[config.mk]
export PLATFORM = sky130hd
export DESIGN_NAME = game_ctrl_fsm
export DESIGN_NICKNAME = d
export VERILOG_FILES = /design/src/rtl/game_ctrl_fsm.sv
export SDC_FILE = /design/constraint.sdc
export NUM_CORES = 1
export LEC_CHECK = 0
export ABC_AREA = 1
export BUFFER_PORTS_ARGS = -buffer_cell sky130_fd_sc_hd__buf_2
export CAP_MARGIN = 20
export CORE_AREA = 5 5 162 164
export DETAILED_ROUTE_END_ITERATION = 7
export DIE_AREA = 0 0 167 169
export HOLD_SLACK_MARGIN = 0.05
export REMOVE_ABC_BUFFERS = 1
export SYNTH_ARGS = -nofsm -noshare
export SYNTH_HDL_FRONTEND = slang
export SYNTH_SLANG_ARGS = --single-unit
[constraint.sdc]
create_clock -name clk -period 8.9 [get_ports clk]
set_input_delay 1.78 -clock clk [delete_from_list [all_inputs] [get_ports clk]]
set_output_delay 1.78 -clock clk [all_outputs]
set_load 0.02 [all_outputs]
[src/rtl/game_ctrl_fsm.sv]
// -----------------------------------------------------------------------------
// game_ctrl_fsm
//
// Game-flow controller for the Pacman datapath. It conditions the five board
// push-buttons (2-flop synchronizer plus counter debouncer), derives a one-cycle
// frame tick from the falling edge of vsync, and sequences the game through
// IDLE -> READY -> PLAY <-> PAUSE, PLAY -> DYING -> READY/OVER -> IDLE.
// While playing it latches the player's direction and issues a move enable
// every MOVE_DIV frames; each READY entry emits a level reset pulse.
//
// Parameters
//   DEBOUNCE_CYCLES : stable cycles before a button change is accepted
//   MOVE_DIV        : frame ticks per move_en pulse in PLAY
//   READY_FRAMES    : frame ticks spent in READY
//   DEATH_FRAMES    : frame ticks spent in DYING
//   LIVES_INIT      : lives loaded at game start
//
// Ports
//   clk         in   system clock (single domain)
//   rst         in   asynchronous active-high reset
//   btn_u/d/l/r in   raw direction push-buttons, active-high
//   btn_c       in   raw centre push-button, active-high
//   vsync       in   VGA vertical sync, active-low pulse on clk
//   pacman_dead in   collision flag from the datapath (level)
//   game_state  out  IDLE=0 READY=1 PLAY=2 PAUSE=3 DYING=4 OVER=5
//   dir         out  latched direction: 00 up, 01 down, 10 left, 11 right
//   move_en     out  one-cycle sprite step pulse
//   level_rst   out  one-cycle sprite reposition pulse
//   freeze      out  high whenever game_state is not PLAY
//   lives       out  remaining lives
// -----------------------------------------------------------------------------
module game_ctrl_fsm #(
    parameter logic [19:0] DEBOUNCE_CYCLES = 20'd1_000_000,
    parameter logic [7:0]  MOVE_DIV        = 8'd4,
    parameter logic [7:0]  READY_FRAMES    = 8'd120,
    parameter logic [7:0]  DEATH_FRAMES    = 8'd90,
    parameter logic [1:0]  LIVES_INIT      = 2'd3
) (
    input  logic       clk,
    input  logic       rst,
    input  logic       btn_u,
    input  logic       btn_d,
    input  logic       btn_l,
    input  logic       btn_r,
    input  logic       btn_c,
    input  logic       vsync,
    input  logic       pacman_dead,
    output logic [2:0] game_state,
    output logic [1:0] dir,
    output logic       move_en,
    output logic       level_rst,
    output logic       freeze,
    output logic [1:0] lives
);

    typedef enum logic [2:0] {
        S_IDLE  = 3'd0,
        S_READY = 3'd1,
        S_PLAY  = 3'd2,
        S_PAUSE = 3'd3,
        S_DYING = 3'd4,
        S_OVER  = 3'd5
    } state_t;

    localparam int BTN_U = 0;
    localparam int BTN_D = 1;
    localparam int BTN_L = 2;
    localparam int BTN_R = 3;
    localparam int BTN_C = 4;

    logic [4:0] btn_raw;
    logic [4:0] btn_p0;
    logic [4:0] btn_p1;
    logic [4:0] btn_db;
    logic       c_prev;
    logic       c_press;

    logic       vs_p0;
    logic       vs_p1;
    logic       vs_p2;
    logic       frame_tick;

    state_t     state_q;
    logic [7:0] fcnt;

    assign btn_raw = {btn_c, btn_r, btn_l, btn_d, btn_u};

    // ---- stage p0/p1: two-flop synchronizers for buttons and vsync ----------
    always_ff @(posedge clk or posedge rst) begin
        if (rst) begin
            btn_p0 <= '0;
            btn_p1 <= '0;
            vs_p0  <= 1'b0;
            vs_p1  <= 1'b0;
            vs_p2  <= 1'b0;
        end else begin
            btn_p0 <= btn_raw;
            btn_p1 <= btn_p0;
            vs_p0  <= vsync;
            vs_p1  <= vs_p0;
            vs_p2  <= vs_p1;
        end
    end

    // vs_p2 is the previous synced sample, so this fires once per falling edge.
    assign frame_tick = vs_p2 & ~vs_p1;

    // ---- stage db: per-button debouncer on the synced value ------------------
    // The counter only runs while the synced and accepted values disagree; any
    // agreement, even for one cycle, restarts the qualification window.
    for (genvar i = 0; i < 5; i++) begin : g_db
        logic [19:0] cnt;
        logic        db_q;

        always_ff @(posedge clk or posedge rst) begin
            if (rst) begin
                cnt  <= '0;
                db_q <= 1'b0;
            end else if (btn_p1[i] != db_q) begin
                if (cnt == DEBOUNCE_CYCLES - 20'd1) begin
                    db_q <= btn_p1[i];
                    cnt  <= '0;
                end else begin
                    cnt <= cnt + 20'd1;
                end
            end else begin
                cnt <= '0;
            end
        end

        assign btn_db[i] = db_q;
    end

    always_ff @(posedge clk or posedge rst) begin
        if (rst) begin
            c_prev <= 1'b0;
        end else begin
            c_prev <= btn_db[BTN_C];
        end
    end

    assign c_press = btn_db[BTN_C] & ~c_prev;

    // ---- stage fsm: game sequencing with registered outputs ------------------
    // fcnt counts frame ticks by default; every transition and every move wrap
    // overrides that with a clear.
    always_ff @(posedge clk or posedge rst) begin
        if (rst) begin
            state_q   <= S_IDLE;
            fcnt      <= '0;
            dir       <= 2'b11;
            move_en   <= 1'b0;
            level_rst <= 1'b0;
            lives     <= LIVES_INIT;
        end else begin
            move_en   <= 1'b0;
            level_rst <= 1'b0;
            if (frame_tick) begin
                fcnt <= fcnt + 8'd1;
            end

            case (state_q)
                S_IDLE: begin
                    if (c_press) begin
                        state_q   <= S_READY;
                        fcnt      <= '0;
                        lives     <= LIVES_INIT;
                        level_rst <= 1'b1;
                        dir       <= 2'b11;
                    end
                end

                S_READY: begin
                    if (frame_tick && fcnt == READY_FRAMES - 8'd1) begin
                        state_q <= S_PLAY;
                        fcnt    <= '0;
                    end
                end

                S_PLAY: begin
                    // Direction priority: up > down > left > right.
                    if (btn_db[BTN_U]) begin
                        dir <= 2'b00;
                    end else if (btn_db[BTN_D]) begin
                        dir <= 2'b01;
                    end else if (btn_db[BTN_L]) begin
                        dir <= 2'b10;
                    end else if (btn_db[BTN_R]) begin
                        dir <= 2'b11;
                    end

                    // A death outranks both a pause request and a move step.
                    if (pacman_dead) begin
                        state_q <= S_DYING;
                        fcnt    <= '0;
                        lives   <= lives - 2'd1;
                    end else if (c_press) begin
                        state_q <= S_PAUSE;
                        fcnt    <= '0;
                    end else if (frame_tick && fcnt == MOVE_DIV - 8'd1) begin
                        move_en <= 1'b1;
                        fcnt    <= '0;
                    end
                end

                S_PAUSE: begin
                    if (c_press) begin
                        state_q <= S_PLAY;
                        fcnt    <= '0;
                    end
                end

                S_DYING: begin
                    if (frame_tick && fcnt == DEATH_FRAMES - 8'd1) begin
                        fcnt <= '0;
                        if (lives != 2'd0) begin
                            state_q   <= S_READY;
                            level_rst <= 1'b1;
                            dir       <= 2'b11;
                        end else begin
                            state_q <= S_OVER;
                        end
                    end
                end

                S_OVER: begin
                    if (c_press) begin
                        state_q <= S_IDLE;
                        fcnt    <= '0;
                    end
                end

                default: begin
                    state_q <= S_IDLE;
                    fcnt    <= '0;
                end
            endcase
        end
    end

    assign game_state = state_q;
    assign freeze     = (state_q != S_PLAY);

endmodule

# After elaboration in Yosys (flattened, before gate mapping)
# Index checks and enable logic that the tools add are counted.
# classes
muxes	45
addsub	7
bitwise_logic	4
reduce_logical	16
eq_ne	28
# ops
op	count
20-bit two-way mux	10
20-bit by 1-bit adder with 20-bit output, second input constant	5
20-bit equality test, second input constant	5
8-bit two-way mux	7
8-bit case mux with 4 select lines	1
3-bit two-way mux	8
3-bit case mux with 6 select lines	1
8-bit by 7-bit equality test with 1-bit output, second input constant	2
2-bit two-way mux	8
2-bit != test, second input constant	7
2-bit AND reduction	5
8-bit by 1-bit adder with 8-bit output, second input constant	1
8-bit by 2-bit equality test with 1-bit output, second input constant	1
1-bit two-way mux	7
3-bit by 2-bit equality test with 1-bit output, second input constant	2
3-bit equality test, second input constant	2
2-bit case mux with 3 select lines	1
6-bit AND reduction	1
1-bit != test	5
5-bit != test, second input constant	1
5-bit AND reduction	1
2-bit case mux with 2 select lines	1
2-bit nonzero test	2
3-bit by 1-bit equality test with 1-bit output, second input constant	1
11 further kinds	15
# totals
word_cells	122
out_inout_bits	10
register_bits	136
inputBits	9

# Longest topological paths before layout
# logic_depth
depth_word	7
ltp_mapped	10
ltp_nobuf	10

# Worst setup path before layout
# Ideal clock, no wire load.
# synth_path
path_kind	register to output
start	register state_q[2], in the netlist game_state[2]
end	output port freeze
n_path_buf	0
t_required_ns	7.120
slack_ns	6.359
stages_incl_launch_ff	3
arrival_time_ns	0.761
path_cell_list	dfrtp_1 inv_2 nand3_2
# synth_via
elab_chain_cells	1
# synth_lines
element	line	rtl
start: declaration	83	state_t state_q;
start signal: assignment	149	state_q <= S_IDLE;
start signal: assignment	165	state_q <= S_READY;
start signal: assignment	175	state_q <= S_PLAY;
3-bit by 2-bit != test with 1-bit output	242	assign freeze = (state_q != S_PLAY);
end: declaration	52	output logic freeze,
# No other way between the ends.

# Final worst setup path
# Same ends and word-level chain as after synthesis.

==> results.py <==
metrics = {
    "run_status": {
        "outcome": "completed",
    },
    "route": {
        "drt-initial-drc-count": 319,
        "post-route-drc-count": 0,
        "via_per_inst": 4.32,
        "drt-pass1-iter-count": 5,
        "routed-via-count": 5783,
        "wire_per_inst_um": 10.8,
        "postRouteAntennaNets": 0,
        "finalWirelength_um": 14500,
    },
    "critical_path": {
        "reg2reg_setup_slack_ns": 7.13,
        "crit_fanout": 8,
        "end_kind": "primary output",
        "timing.critical_path.required_ns": 7.12,
        "critical_path.max_stage_delay_ns": 0.46,
        "worst_path_dominant_cell_family": "flip-flops",
        "crit_arrival_ns": 1.32,
        "critPathSlowestCell": "dfrtp_1",
        "cp_startpoint_kind": "flip-flop",
        "path_cells": "inv_2 -> nand3_2 -> buf_2",
        "criticalPathCategory": "flip-flop to primary output",
        "timing.critical_path.buf_inv": 2,
    },
    "power": {
        "maximum_vdd_drop_mv": 0.120,
        "cell_internal_pwr_mw": 1.09,
        "p_sw_share_pct": 24.3,
        "cellPowerDensity_nw_per_um2": 173,
        "netSwitchingPower_mw": 0.352,
        "p_leak_nw": 3.72,
        "clk_network_pwr_share_pct": 47.1,
        "power.combinational.fraction_pct": 6.7,
        "sequentialPowerShare_pct": 46.2,
    },
    "finish": {
        "synth_to_final_area_change_pct": 15.0,
        "design.final.nets": 1014,
        "final_util_pct": 33.7,
        "antenna-diode-count": 0,
        "drive_above_1_share_pct": 9.72,
        "filler_cell_count": 2583,
    },
    "synthesis": {
        "synth_cells": 958,
        "post_synth_main_area_contributors": "dfrtp_1 46%, nand2_1 11%, nor2_1 11%, inv_1 6.3%, nand3_1 5.1%",
        "yosys_register_bits": 136,
        "synth_area_leader_cell": "dfrtp_1",
        "netlist_area_um2": 7260,
        "yosysUniqueCellTypes": 26,
        "ys_warn_count": 0,
        "share_of_the_yosys_chip_area_belonging_to_registers_pct": 47.0,
        "post-synth-top-area-fraction_pct": 45.5,
        "synth_area_per_cell_um2": 7.58,
    },
    "sta": {
        "fmax_mhz": 322,
        "rsz_0062_raised_after_global_routing": "no",
        "layout_min_cycle_time_ns": 3.10,
        "fin_worst_hold_slack_ns": 0.348,
        "tightestPinTransition_ns": 0.846,
        "setup_viol": 0,
        "hold_violations": 0,
        "period_share_pct": 34.8,
        "final-max-slew-violation-count": 0,
        "timing.max_slew.rel_slack_pct": 43.2,
        "clock_skew_ns": 0.00711,
        "final.setup.tns_ns": 0,
    },
    "cts": {
        "clock_path_buffers": 2,
        "clockRootBuffer": "clkbuf_16",
        "cts_tree": "yes",
        "path_clk_slew_ns": 0.06,
        "post_cts_hold_buffer_count": 0,
        "post-cts-setup-buffer-count": 0,
        "cts-buffers-inserted": 17,
        "sink_count_of_the_clock_tree": 136,
        "htree_levels": 4,
        "clk_latency_ns": 0.42,
        "cts.repair.resized": 0,
    },
    "floorplanning": {
        "core-area_um2": 24700,
        "die_width_um": 167,
        "initial_utilization_pct": 29.3,
        "area_of_the_die_um2": 28200,
        "die_h_um": 169,
        "floorplan.io_pins": 19,
        "rows": 58,
    },
    "placement": {
        "routabilityCongestion": 0.836,
        "place.port_buffers": 18,
        "hpwl_after_dpl_um": 10500,
    },
    "global_route": {
        "grt_usage_pct": 10.8,
        "antenna_found_initial": 0,
        "first_global_vias": 5615,
        "grt_remaining_overflow": 0,
        "largest_net_degree_at_the_start_of_global_routing": 79,
        "grt_first_pass_wirelength_um": 25600,
    },
    "flow_run": {
        "max_cap_violations": 0,
    },
    "worst_hold_path": {
        "min-delay-path-class": "flip-flop to flip-flop",
    },
}
path summary, 6_finish.rpt:
path                                            from                         to  cells past startpoint
hold reg to reg                      vs_p0$_DFF_PP0_            vs_p1$_DFF_PP0_                      0
hold / removal                       vs_p0$_DFF_PP0_            vs_p1$_DFF_PP0_                      0
min in group asynchronous                        rst  g_db[3].cnt[14]$_DFF_PP0_                      2
setup / recovery           game_state[2]$_DFFE_PP0P_                     freeze                      3
setup reg to reg            g_db[1].cnt[0]$_DFF_PP0_  g_db[1].cnt[16]$_DFF_PP0_                      8
max in group asynchronous                        rst           c_prev$_DFF_PP0_                      3
state kept, by name, indices dropped and copies added, names as in the netlist:
register    count
fcnt            8
move_en         1
dir             2
level_rst       1
g_db.db_q       5
c_prev          1
vs_p1           1
btn_p1          5
vs_p0           1
lives           2
g_db.cnt      100
game_state      3
vs_p2           1
btn_p0          5
per-layer routing:
| layer | global-route usage, % | vias to the layer above | routed length [um] |
|---|---|---|---|
| met5 | 0 | - | 0 |
| met4 | 2.99 | 0 | 155 |
| met3 | 3.25 | 12 | 521 |
| met2 | 17.0 | 71 | 6480 |
| met1 | 14.5 | 2648 | 7300 |
| li1 | - | 3052 | - |
worst reg2reg max path: cells and delay by family, from the launching register on:
kind	cells	cell delay, ns
simple gates	6	0.60
compound gates	1	0.43
flops	1	0.39
fa+ha+maj	1	0.28
Yosys cell counts, drive strengths merged:
master	number
a21oi	20
a31oi	2
dfrtp	132
dfstp	4
ha	9
inv	127
nand2	228
nand3	80
nand3b	4
nand4	14
nor2	240
nor3	16
nor3b	4
o211ai	1
o21ai	21
o21bai	2
o31ai	1
xnor2	20
xor2	33
kinds of logic (layout without fill, tap and decap cells):
kind of cell / after synthesis / after routing / share of synthesized area (%)
AND/OR/NAND/NOR: 586 / 586 / 35.0
XOR/XNOR: 53 / 53 / 6.50
flip-flops: 136 / 136 / 47.0
adder cells (fa/ha/maj): 9 / 9 / 1.55
buffers and inverters: 127 / 177 / 6.57
AO/OA/AOI/OAI: 47 / 47 / 3.41
area by class of cell:
class / instances / area [um2] / share of cell area (%)
inverters: 127 / 482 / 5.77
clock inverters: 12 / 128 / 1.53
repair buffers: 19 / 97.6 / 1.17
well taps: 330 / 413 / 4.95
multi-input cells: 695 / 3370 / 40.4
flip-flops and latches: 136 / 3410 / 40.9
clock buffers: 19 / 443 / 5.31
power by group through the flow:
stage / Combinational (mW) / Clock [mW] / Sequential [mW]
after CTS: 0.0984 / 0.699 / 0.667
final: 0.0962 / 0.680 / 0.668
after detailed placement: 0.0974 / 0 / 0.678
after global placement: 0.0956 / 0 / 0.678
after global routing: 0.115 / 0.731 / 0.672
after floorplan: 0.0752 / 0 / 0.672
placed cells by master, fill, tap and decap left out, types with 5 or more instances in the layout:
cell       instances
nand2_1          222
nor2_1           214
dfrtp_1          132
inv_1            121
nand3_1           74
xor2_1            33
o21ai_0           21
a21oi_1           20
xnor2_1           19
nor2_2            18
buf_2             18
clkbuf_16         17
nor3_1            16
nand4_1           14
ha_1               9
nor2_4             8
nand3_2            6
inv_2              5
nand2_2            5
clkinv_2           5
through the flow:
stage | cells | setup WS (ns) | total power, mW | instance area, um2
2_1_floorplan | 958 | 3.49 | 0.748 | 7260
3_3_place_gp | 1307 | 5.65 | 0.773 | 7770
3_5_place_dp | 1307 | 5.62 | 0.776 | 7770
4_1_cts | 1338 | 5.79 | 1.47 | 8340
5_1_grt | 1338 | 5.72 | 1.52 | 8340
6_report | 1338 | 5.80 | 1.44 | 8340
Power figures use the tool's default switching activity.
